$ cat config.mk
export PLATFORM = sky130hd
export DESIGN_NAME = sap_clock_ctrl
export DESIGN_NICKNAME = d
export VERILOG_FILES = /design/src/rtl/sap_clk_pkg.sv /design/src/rtl/sap_debounce.sv /design/src/rtl/sap_clock_ctrl.sv
export SDC_FILE = /design/constraint.sdc
export NUM_CORES = 1
export LEC_CHECK = 0
export CAP_MARGIN = 20
export CORE_UTILIZATION = 60
export DETAILED_ROUTE_END_ITERATION = 8
export PLACE_DENSITY = 0.78
export SLEW_MARGIN = 40
export SYNTH_ARGS = -nofsm -noshare
export SYNTH_HDL_FRONTEND = slang
export SYNTH_HIERARCHICAL = 1
export SYNTH_SLANG_ARGS = --single-unit
$ cat constraint.sdc
create_clock -name sap_base_clock -period 2.35 [get_ports sap_base_clock]
set_clock_uncertainty 0.05 [all_clocks]
set_input_delay 0.47 -clock sap_base_clock [delete_from_list [all_inputs] [get_ports sap_base_clock]]
set_output_delay 0.47 -clock sap_base_clock [all_outputs]
set_load 0.01 [all_outputs]
$ cat src/rtl/sap_clk_pkg.sv
// ============================================================================
// Module  : sap_clk_pkg
// Brief   : Shared FSM state encoding and step-counter width for the SAP-1
//           clock/control front end.
// Revision: 1.0
// ============================================================================
`default_nettype none

package sap_clk_pkg;

    typedef enum logic [1:0] {
        CLEAR      = 2'd0,
        RUN_AUTO   = 2'd1,
        RUN_MANUAL = 2'd2,
        HALT       = 2'd3
    } state_t;

    localparam int unsigned c_step_cnt_w = 16;

endpackage : sap_clk_pkg

`default_nettype wire

$ cat src/rtl/sap_debounce.sv
// ============================================================================
// Module  : sap_debounce
// Brief   : Multi-flop synchronizer followed by a counter debouncer. The
//           stable output only follows an input that stays changed for
//           DEBOUNCE_CYCLES consecutive cycles.
// Revision: 1.0
// ============================================================================
`default_nettype none

module sap_debounce #(
    parameter int   SYNC_STAGES     = 2,
    parameter int   DEBOUNCE_CYCLES = 10000,
    parameter logic RESET_VAL       = 1'b0
) (
    input  logic clk_i,
    input  logic rst_ni,
    input  logic raw_i,
    output logic stable_o
);

    localparam int c_cnt_w = (DEBOUNCE_CYCLES > 1) ? $clog2(DEBOUNCE_CYCLES) : 1;
    localparam logic [c_cnt_w-1:0] c_cnt_last = c_cnt_w'(DEBOUNCE_CYCLES - 1);

    logic [SYNC_STAGES-1:0] sync_q;
    logic [c_cnt_w-1:0]     cnt_q, cnt_d;
    logic                   stable_q, stable_d;
    logic                   w_synced;

    always_ff @(posedge clk_i or negedge rst_ni) begin
        if (!rst_ni) begin
            sync_q <= {SYNC_STAGES{RESET_VAL}};
        end else begin
            sync_q <= {sync_q[SYNC_STAGES-2:0], raw_i};
        end
    end

    assign w_synced = sync_q[SYNC_STAGES-1];

    // Any return to the stable level restarts the count, so short glitches
    // never accumulate toward acceptance.
    always_comb begin
        cnt_d    = cnt_q;
        stable_d = stable_q;
        if (w_synced == stable_q) begin
            cnt_d = '0;
        end else if (cnt_q == c_cnt_last) begin
            stable_d = w_synced;
            cnt_d    = '0;
        end else begin
            cnt_d = cnt_q + 1'b1;
        end
    end

    always_ff @(posedge clk_i or negedge rst_ni) begin
        if (!rst_ni) begin
            cnt_q    <= '0;
            stable_q <= RESET_VAL;
        end else begin
            cnt_q    <= cnt_d;
            stable_q <= stable_d;
        end
    end

    assign stable_o = stable_q;

endmodule : sap_debounce

`default_nettype wire

$ cat src/rtl/sap_clock_ctrl.sv
// ============================================================================
// Module  : sap_clock_ctrl
// Brief   : SAP-1 clock/control stage: debounced Clear/Start, Manual/Auto and
//           Single-Step inputs drive a CLEAR/RUN_AUTO/RUN_MANUAL/HALT FSM that
//           issues one-cycle CPU step enables and the CPU clear.
//           Optional step counter output: define SAP_CLKCTRL_STEP_CNT_EN.
// Revision: 1.0
// ============================================================================
`default_nettype none

module sap_clock_ctrl
    import sap_clk_pkg::*;
#(
    parameter int SYNC_STAGES     = 2,
    parameter int DEBOUNCE_CYCLES = 10000,
    parameter int AUTO_DIV        = 25000
) (
    input  logic sap_base_clock,
    input  logic sap_reset_n,
    input  logic sap_ClearStart_pb,
    input  logic sap_ManualAuto_sw,
    input  logic sap_SingleStep_pb,
    input  logic sap_hlt,
    output logic sap_clk_en,
    output logic sap_clr,
    output logic sap_auto_mode,
    output logic sap_halted
`ifdef SAP_CLKCTRL_STEP_CNT_EN
    ,
    output logic [c_step_cnt_w-1:0] sap_step_cnt
`endif
);

    localparam int c_div_w = $clog2(AUTO_DIV);
    localparam logic [c_div_w-1:0] c_div_last = c_div_w'(AUTO_DIV - 1);

    logic w_cs_db;
    logic w_mode_db;
    logic w_step_db;

    sap_debounce #(
        .SYNC_STAGES    (SYNC_STAGES),
        .DEBOUNCE_CYCLES(DEBOUNCE_CYCLES),
        .RESET_VAL      (1'b0)
    ) u_db_clear_start (
        .clk_i   (sap_base_clock),
        .rst_ni  (sap_reset_n),
        .raw_i   (sap_ClearStart_pb),
        .stable_o(w_cs_db)
    );

    sap_debounce #(
        .SYNC_STAGES    (SYNC_STAGES),
        .DEBOUNCE_CYCLES(DEBOUNCE_CYCLES),
        .RESET_VAL      (1'b0)
    ) u_db_manual_auto (
        .clk_i   (sap_base_clock),
        .rst_ni  (sap_reset_n),
        .raw_i   (sap_ManualAuto_sw),
        .stable_o(w_mode_db)
    );

    sap_debounce #(
        .SYNC_STAGES    (SYNC_STAGES),
        .DEBOUNCE_CYCLES(DEBOUNCE_CYCLES),
        .RESET_VAL      (1'b0)
    ) u_db_single_step (
        .clk_i   (sap_base_clock),
        .rst_ni  (sap_reset_n),
        .raw_i   (sap_SingleStep_pb),
        .stable_o(w_step_db)
    );

    state_t             state_q, state_d;
    logic [c_div_w-1:0] div_q, div_d;
    logic               clk_en_q, clk_en_d;
    logic               clr_q;
    logic               halted_q;
    logic               step_prev_q;
    logic               w_div_wrap;
    logic               w_step_rise;

    assign w_div_wrap  = (div_q == c_div_last);
    assign w_step_rise = w_step_db & ~step_prev_q;

    // Priority inside the run states: clear, then halt, then mode change,
    // then the normal enable source. A mode change swallows that cycle's step.
    always_comb begin
        state_d  = state_q;
        div_d    = '0;
        clk_en_d = 1'b0;
        unique case (state_q)
            CLEAR: begin
                if (w_cs_db) begin
                    state_d = w_mode_db ? RUN_AUTO : RUN_MANUAL;
                end
            end
            RUN_AUTO: begin
                div_d = w_div_wrap ? '0 : div_q + 1'b1;
                if (!w_cs_db) begin
                    state_d = CLEAR;
                end else if (sap_hlt) begin
                    state_d  = HALT;
                    clk_en_d = w_div_wrap;
                end else if (!w_mode_db) begin
                    state_d = RUN_MANUAL;
                end else begin
                    clk_en_d = w_div_wrap;
                end
            end
            RUN_MANUAL: begin
                if (!w_cs_db) begin
                    state_d = CLEAR;
                end else if (sap_hlt) begin
                    state_d  = HALT;
                    clk_en_d = w_step_rise;
                end else if (w_mode_db) begin
                    state_d = RUN_AUTO;
                end else begin
                    clk_en_d = w_step_rise;
                end
            end
            HALT: begin
                if (!w_cs_db) begin
                    state_d = CLEAR;
                end
            end
            default: begin
                state_d = CLEAR;
            end
        endcase
    end

    always_ff @(posedge sap_base_clock or negedge sap_reset_n) begin
        if (!sap_reset_n) begin
            state_q     <= CLEAR;
            div_q       <= '0;
            clk_en_q    <= 1'b0;
            clr_q       <= 1'b1;
            halted_q    <= 1'b0;
            step_prev_q <= 1'b0;
        end else begin
            state_q     <= state_d;
            div_q       <= div_d;
            clk_en_q    <= clk_en_d;
            clr_q       <= (state_d == CLEAR);
            halted_q    <= (state_d == HALT);
            step_prev_q <= w_step_db;
        end
    end

    assign sap_clk_en    = clk_en_q;
    assign sap_clr       = clr_q;
    assign sap_halted    = halted_q;
    assign sap_auto_mode = w_mode_db;

`ifdef SAP_CLKCTRL_STEP_CNT_EN
    logic [c_step_cnt_w-1:0] step_cnt_q;

    always_ff @(posedge sap_base_clock or negedge sap_reset_n) begin
        if (!sap_reset_n) begin
            step_cnt_q <= '0;
        end else if (state_q == CLEAR) begin
            step_cnt_q <= '0;
        end else if (clk_en_q && (step_cnt_q != '1)) begin
            step_cnt_q <= step_cnt_q + 1'b1;
        end
    end

    assign sap_step_cnt = step_cnt_q;
`endif

endmodule : sap_clock_ctrl

`default_nettype wire

### After elaboration in Yosys (flattened, before gate mapping)

Cells that the tools add are included.

| storage, ports and cells | value |
|---|---|
| logic and storage cells | 65 |
| input bits | 6 |
| output and inout port bits | 4 |
| register bits after elaboration | 72 |

| operators by class | value |
|---|---|
| eq/ne operators | 11 |
| bitwise gates (word level) | 5 |
| mux-type cells | 25 |
| reductions and logical operators | 5 |
| add/sub/neg operators | 4 |

Operators with widths:

| kind | number |
|---|---|
| $mux 14 | 6 |
| $add 14x1->14 const B | 3 |
| $eq 14x14->1 const B | 3 |
| $mux 15 | 2 |
| $mux 2 | 9 |
| $add 15x1->15 const B | 1 |
| $eq 15x15->1 const B | 1 |
| $pmux 2 s4 | 1 |
| $eq 2x2->1 const B | 3 |
| $mux 1 | 6 |
| $reduce_and 2->1 | 3 |
| $logic_not 2->1 | 2 |
| $not 1->1 | 4 |
| $eq 1x1->1 | 3 |
| $eq 2x1->1 const B | 1 |
| $pmux 1 s2 | 1 |
| $and 1x1->1 | 1 |

### Longest topological paths before layout

Gate-level depths: netlist of the first run.

| depth | value |
|---|---|
| depth in word-level cells | 6 |
| depth in mapped cells | 8 |
| mapped depth without buffers | 7 |

### Cells and area by module

Netlist of the first run, hierarchy kept.

By module, submodules not included:

| module | area each (µm²) | cells each | instances | seq. area each (µm²) |
|---|---|---|---|---|
| sap_debounce | 788.3 | 72 | 3 | 425.4 |
| sap_clock_ctrl | 1109.8 | 108 | 1 | 526.8 |

### Worst setup path after synthesis of the first run

OpenSTA, ideal clock, no wires.

| timing | value |
|---|---|
| path type | register to register |
| start | register u_db_clear_start.cnt_q[11] |
| end | register u_db_clear_start.stable_q, in the netlist u_db_clear_start/stable_o |
| clock period less this slack | 1.913 ns |
| path slack | 0.437 ns |
| library setup time | 0.125 ns |
| buffers on the path | 0 |
| arrival | 1.738 ns |
| required time | 2.175 ns |
| cell stages (with the launch flop) | 4 |
| cell sequence | dfrtp_1 or4b_1 or4_4 mux2_4 |

| between the ends | value |
|---|---|
| longest elaborated chain between the ends | 2 |

RTL lines:

| item | RTL line | text |
|---|---|---|
| start: declaration | sap_debounce.sv:25 | `logic [c_cnt_w-1:0] cnt_q, cnt_d;` |
| start signal: assignment | sap_debounce.sv:59 | `cnt_q <= cnt_d;` |
| $eq 14x14->1 | sap_debounce.sv:46 | `end else if (cnt_q == c_cnt_last) begin` |
| $reduce_and 2->1 (no line) | -- |  |
| end signal: assignment | sap_debounce.sv:60 | `stable_q <= stable_d;` |
| end: declaration | sap_debounce.sv:26 | `logic stable_q, stable_d;` |

No other way between the ends.
A chain may end at the register's enable or synchronous reset.

### Final worst setup path of the first run

| timing | value |
|---|---|
| start | register u_db_clear_start.cnt_q[6] |
| end | register u_db_clear_start.cnt_q[11] |

| between the ends | value |
|---|---|
| longest elaborated chain between the ends | 3 |
| elaborated cells on any way between the ends | 4 |
| classes of those cells | add/sub (1); eq/ne (1); mux (2) |

RTL lines:

| item | RTL line | text |
|---|---|---|
| $add 14x1->14 / $eq 14x14->1 (equally long branches) | sap_debounce.sv:50, sap_debounce.sv:46 |  |
| $mux 14 (*) | sap_debounce.sv:46 |  |
| $mux 14 (*) | sap_debounce.sv:44 | `if (w_synced == stable_q) begin` |
| net u_db_clear_start.cnt_d[11] | sap_debounce.sv:25 |  |

Mark *: on every way through the listed nets, which the timed path passes. The rest lies on a longest branch.

==> run metrics, run 1 <==
Adder-Cell Fraction of Synth Area=3.96%; CP startpoint kind=register; WHS=0.0853 ns; P_int=1.75 mW; die height=78.1 µm; cts hold-fix bufs=0; drc violations=0; worst slew pin tran=0.369 ns; clk sinks=72; total power=2.23 mW; DR vias/cell=5.53; Pwr per Cell Area=588 mW/mm²; placed inst area=0.00362 mm²; hold crit path type=in2async; Mapped Cells=324; RSZ-0062 raised after global routing=false; vias in the first global route=2333; final setup violating endpoints=0; die width=78.1 µm; I/O pin cnt=10; max cap viols=0; most area-consuming cells after synthesis=dfrtp_1, nor2_1, xor2_1; row count=27; first-pass GRT wire length=10500 µm; Post-CTS Setup Inserts=0; initial antenna violation count=0; drt first pass iters=4; Synth Area in XOR/XNOR=13.4%; Initial Util=62.7%; Die ar.=0.00610 mm²; post-layout instance area=0.00380 mm²; Non-Filler Instances=417; Placer Congestion=0.799; CP Class=reg2reg; Period minus WS final=2.02 ns; simple-gate share of the synthesized area=24.5%; RR Startpoint=u_db_clear_start/cnt_q[6]; max-slew violations=0; part of the power in registers=57.1%; final hold viol count=0; dpl hpwl=4050 µm; TritonCTS clock tree=done; logic gate share of total power=3.1%; cell taking the most area after synthesis=dfrtp_1; combinational family with the most area after synthesis=simple AND/OR/NAND/NOR gates; CP arrival=2.19 ns; top cell type's share of synthesized area=51.1%; DRT Wirelength=6090 µm; CP Max Fanout=13; root buf cell=clkbuf_8; syn_nets=341; clock power share=39.9%; Total Neg Setup Slack=0 ns; Area Overhead vs Synth=9.47%; worst-case clock buffer depth=2; Cells after DPL=401; ANT cells=0; Worst-Skew Late Latency=0.34 ns; pre-CTS setup slack=0.330 ns; post-cts gate resize count=0; worst setup margin=0.328 ns; drt initial violations=126; syn avg cell area=10.7 µm²; run status=completed; netlist area before placement=0.00347 mm²; vias=2308; Setup crit end kind=register; Remaining Overflow, GRT=0; Detail Route Antenna Nets=0; Post-synth EDFFs=0; slew margin rel.=75.0%; GRT Overall Usage=22.6%; CTS buffer count=9; sw frac=21.9%; input/output buffers=9; compound-gate portion of the synthesized area=2.27%; final period utilization=86.0%; Synth Register Bits=72; Peak VDD IR=0.000406 V; CTS H-tree depth=3; Net Switching=490 µW; Warnings, synthesis=6; Final #Nets=357; fmax=495 MHz; final design utilization=68.7%; clock transition at the registers of the reported paths=0.07 ns; cell with the most instances after synthesis=dfrtp_1; sequential area share after synthesis=51.9%; layout cells sized above 1=11.9%; largest net degree at the start of global routing=73; Crit path required time=2.52 ns; crit path from=u_db_clear_start/cnt_q[6]; FFs w/ async S/R, synth=100%; Synth Flop Type=dfrtp_1; post-synth cell types=38; Post-synth top cells=dfrtp_1, nor2_1, xor2_1, xnor2_1, nand3_1; Static Leak=1.66 nW; mux cell area share after synthesis=1.58%; Core Area=0.00554 mm²; routed length per instance=14.6 µm
cells in the final DEF (no fill, tap or decap), drive strengths merged, types with 9 or more instances in the layout:
master	n
nand3	19
ha	11
inv	9
dfrtp	71
xnor2	26
nand2	20
nand4	11
nor3	9
clkbuf	13
xor2	27
nor2	64
routing by layer:
| layer | part of all wire [%] | GRT usage [%] | up-vias |
|---|---|---|---|
| li1 | - | - | 1127 |
| met1 | 47 | 29.3 | 1141 |
| met2 | 49 | 36.5 | 30 |
| met3 | 2.5 | 4.30 | 10 |
| met4 | 1.8 | 11.5 | 0 |
| met5 | 0 | 0 | - |
critical path: stages (launching register included):
cell and delay, ns:
dfrtp_1 0.42, or4b_1 0.53, or4_4 0.58, nand2_2 0.23
nor2_1 0.10
power by group through the flow:
| stage | sequential, mW | clock, mW | combinational (mW) |
|---|---|---|---|
| finish | 1.28 | 0.891 | 0.0685 |
| global route | 1.28 | 0.963 | 0.0796 |
| CTS | 1.27 | 0.909 | 0.0711 |
| detailed placement | 1.30 | 0 | 0.0703 |
| global placement | 1.30 | 0 | 0.0701 |
| floorplan | 1.29 | 0 | 0.0331 |
path summary, 6_finish.rpt:
check / cells past startpoint / end / slack [ns]
setup / recovery: 4 / u_db_clear_start/cnt_q[11] / 0.33
hold / removal: 2 / div_q[8] / 0.09
setup reg to reg: 4 / u_db_clear_start/cnt_q[11] / 0.33
hold reg to reg: 0 / u_db_single_step/sync_q[1] / 0.30
max in group asynchronous: 2 / sap_clr / 1.83
min in group sap_base_clock: 0 / u_db_single_step/sync_q[1] / 0.30
sequential cells by signal (all words and copies together) (netlist names), 2 cells and up:
signal                   count
u_db_clear_start/cnt_q      14
state_q                      2
u_db_single_step/cnt_q      14
div_q                       15
u_db_manual_auto/sync_q      2
u_db_clear_start/sync_q      2
u_db_single_step/sync_q      2
u_db_manual_auto/cnt_q      14
cell type report:
type / instances / area (µm²)
Clock inverter: 3 / 15.0
Tap cell: 72 / 90.1
Sequential cell: 72 / 1800
Multi-Input combinational cell: 238 / 1590
Fill cell: 418 / 1740
Clock buffer: 13 / 169
Inverter: 9 / 33.8
Timing Repair Buffer: 10 / 105
cell families after synthesis:
kind of cell / after synthesis
compound gates: 12
xor+xnor: 53
fa+ha+maj: 11
buf+inv: 14
flops: 72
mux: 4
simple gates: 158
Note: power is estimated with default switching activity, not from simulation.
==> inputs of run 2 (changes only) <==
--- a/config.mk
+++ b/config.mk
@@ -5,6 +5,7 @@
 export SDC_FILE = /design/constraint.sdc
 export NUM_CORES = 1
 export LEC_CHECK = 0
+export ABC_AREA = 1
 export CAP_MARGIN = 20
 export CORE_UTILIZATION = 60
 export DETAILED_ROUTE_END_ITERATION = 8
==> run metrics, run 2 <==
most area-consuming cells after synthesis=dfrtp_1, nand2_1, nor2_1 (was dfrtp_1, nor2_1, xor2_1); drt first pass iters=4 (unchanged); part of the power in registers=52.5% (was 57.1%); Pwr per Cell Area=560 mW/mm² (was 588 mW/mm²); Post-CTS Setup Inserts=0 (unchanged); Die ar.=0.00684 mm² (was 0.00610 mm²); Static Leak=1.89 nW (was 1.66 nW); CP Class=reg2out (was reg2reg); Warnings, synthesis=6 (unchanged); RR Endpoint=div_q[6] (was u_db_clear_start/cnt_q[11]); drc violations=0 (unchanged); sw frac=22.4% (was 21.9%); slew margin rel.=60.9% (was 75.0%); GRT Overall Usage=23.2% (was 22.6%); max cap viols=0 (unchanged); syn avg cell area=8.03 µm² (was 10.7 µm²); Synth Register Bits=72 (unchanged); simple-gate share of the synthesized area=35.2% (was 24.5%); crit path max-delay cell type=clkdlybuf4s50_1 (was or4_4); flip-flop count of the largest register after layout=15 (unchanged); run status=completed (unchanged); DR vias/cell=5.27 (was 5.53); worst-case clock buffer depth=2 (unchanged); Placer Congestion=0.906 (was 0.799); netlist area before placement=0.00390 mm² (was 0.00347 mm²); input/output buffers=9 (unchanged); Post-synth top cells=nand2_1, nor2_1, dfrtp_1, inv_1, nand3_1 (was dfrtp_1, nor2_1, xor2_1, xnor2_1, nand3_1); most frequent cells in the layout=nor2_1, nand2_1, dfrtp_1 (was dfrtp_1, nor2_1, xor2_1); I/O pin cnt=10 (unchanged); cell taking the most area after synthesis=dfrtp_1 (unchanged); drt initial violations=130 (was 126); RSZ-0062 raised after global routing=false (unchanged); CTS buffer count=9 (unchanged); Core Area=0.00631 mm² (was 0.00554 mm²); FFs w/ async S/R, synth=100% (unchanged); WP depth=1 (was 4); crit path cell chain=clkdlybuf4s50_1 (was or4b_1 -> or4_4 -> nand2_2 -> nor2_1); CP startpoint kind=register (unchanged); CP arrival=1.44 ns (was 2.19 ns); routed length per instance=11.8 µm (was 14.6 µm); largest net degree at the start of global routing=29 (was 73); clock transition at the registers of the reported paths=0.08 ns (was 0.07 ns); Adder-Cell Fraction of Synth Area=3.52% (was 3.96%); top cell type's share of synthesized area=45.5% (was 51.1%); slowest stage delay, CP=0.59 ns (was 0.58 ns); Synth Area in XOR/XNOR=5.74% (was 13.4%); root buf cell=clkbuf_8 (unchanged); ANT cells=0 (unchanged); Peak VDD IR=0.000379 V (was 0.000406 V); layout cells sized above 1=13.5% (was 11.9%); Remaining Overflow, GRT=0 (unchanged); post-synth cell types=29 (was 38); CTS H-tree depth=3 (unchanged); Post-synth EDFFs=0 (unchanged); die height=82.7 µm (was 78.1 µm); vias in the first global route=2799 (was 2333); final period utilization=83.3% (was 86.0%); logic gate share of total power=3.7% (was 3.1%); r2r worst-path depth=8 (was 4); Crit path required time=1.83 ns (was 2.52 ns); initial antenna violation count=0 (unchanged); FF-to-FF setup slack=0.78 ns (was 0.33 ns); Net Switching=543 µW (was 490 µW); cts hold-fix bufs=0 (unchanged); DRT Wirelength=6980 µm (was 6090 µm); Detail Route Antenna Nets=0 (unchanged); CP Max Fanout=7 (was 13); Total Neg Setup Slack=0 ns (unchanged); compound-gate portion of the synthesized area=3.14% (was 2.27%); die width=82.7 µm (was 78.1 µm); combinational family with the most area after synthesis=simple AND/OR/NAND/NOR gates (unchanged); Setup crit end kind=output port (was register); worst slew pin tran=0.586 ns (was 0.369 ns); Synth Flop Type=dfrtp_1 (unchanged); final hold viol count=0 (unchanged); hold crit path type=in2async (unchanged); Final #Nets=525 (was 357); post-cts gate resize count=0 (unchanged); final design utilization=68.6% (was 68.7%); TritonCTS clock tree=done (unchanged); max-slew violations=0 (unchanged); fmax=511 MHz (was 495 MHz); WHS=0.0707 ns (was 0.0853 ns); Period minus WS final=1.96 ns (was 2.02 ns); Initial Util=61.9% (was 62.7%); Biggest register=div_q (unchanged); final setup violating endpoints=0 (unchanged); Mapped Cells=486 (was 324); P_int=1.88 mW (was 1.75 mW); Top delay family on crit path=buffers and inverters (was simple AND/OR/NAND/NOR gates); RR Startpoint=div_q[0] (was u_db_clear_start/cnt_q[6]); syn_nets=503 (was 341); clk sinks=72 (unchanged); first-pass GRT wire length=11900 µm (was 10500 µm); fill count=533 (was 418); sequential area share after synthesis=46.2% (was 51.9%); row count=29 (was 27); dpl hpwl=5160 µm (was 4050 µm); Worst Path Buf+Inv=1 (was 0); clock power share=43.8% (was 39.9%); mux cell area share after synthesis=0% (was 1.58%); Area Overhead vs Synth=11.0% (was 9.47%); vias=3109 (was 2308); Worst-Skew Late Latency=0.35 ns (was 0.34 ns)
-- run 2: changes by cell type in the layout (fill, tap and decap cells not counted), moves of 11 or more --
cell | previous run | this run
inv_1 | 9 | 61
nand2_1 | 16 | 97
nand3_1 | 17 | 33
nor2_1 | 64 | 97
nor2_2 | 0 | 18
xnor2_1 | 26 | 15
xor2_1 | 27 | 5
-- run 2: through the flow --
stage	total power [mW]	cells	area [µm²]	setup WS [ns]
after floorplan	1.34	486	3910	1.05
after global placement	1.39	574	4110	0.615
after detailed placement	1.39	574	4110	0.592
after CTS	2.46	590	4330	0.372
after global routing	2.53	590	4330	0.318
final	2.43	590	4330	0.393
-- run 2: area by class of cell --
cell class	count	area [µm²]	share of cell area (%)
multi-input combinational	349	1860	42.9
inverter	65	244	5.63
sequential	72	1800	41.6
tap	77	96.3	2.22
clock buffer	9	124	2.86
timing repair buffer	11	113	2.60
clock inverter	7	96.3	2.22
-- run 2: worst register-to-register path, stage by stage, from the launching register on --
cell and delay [ns]:
dfrtp_1 0.41, ha_1 0.23, nand2_1 0.19, nor2_1 0.07, nand2_1 0.11, nor2_1 0.07
nor2_1 0.20, nand2_1 0.08, nor2_1 0.09
-- run 2: how the worst max path moves through the flow --
stage	from	to	slack (ns)
floorplan	div_q[0]	div_q[13]	1.05
global placement	sap_hlt	sap_halted	0.61
detailed placement	sap_hlt	sap_halted	0.59
CTS	u_db_manual_auto/stable_o	sap_auto_mode	0.37
global route	u_db_manual_auto/stable_o	sap_auto_mode	0.32
finish	u_db_manual_auto/stable_o	sap_auto_mode	0.39
-- run 2: power by group through the flow --
stage | clock [mW] | combinational (mW) | sequential, mW
global placement | 0 | 0.0895 | 1.30
floorplan | 0 | 0.0447 | 1.30
finish | 1.06 | 0.0892 | 1.27
global route | 1.15 | 0.105 | 1.28
CTS | 1.10 | 0.0922 | 1.27
detailed placement | 0 | 0.0916 | 1.30
-- run 2: cells by family (layout without fill, tap and decap cells) --
family / after synthesis / count (layout)
AO/OA/AOI/OAI: 21 / 21
AND/OR/NAND/NOR: 294 / 294
buffers and inverters: 65 / 92
flip-flops: 72 / 72
adder cells (fa/ha/maj): 11 / 11
XOR/XNOR: 23 / 23
-- run 2: metal layers --
layer / global-route usage, % / routed length (µm) / vias to the layer above
met2: 38.1 / 3360 / 55
li1: - / - / 1567
met5: 0 / 0 / -
met3: 3.74 / 190 / 9
met4: 12.2 / 103 / 0
met1: 29.5 / 3320 / 1478
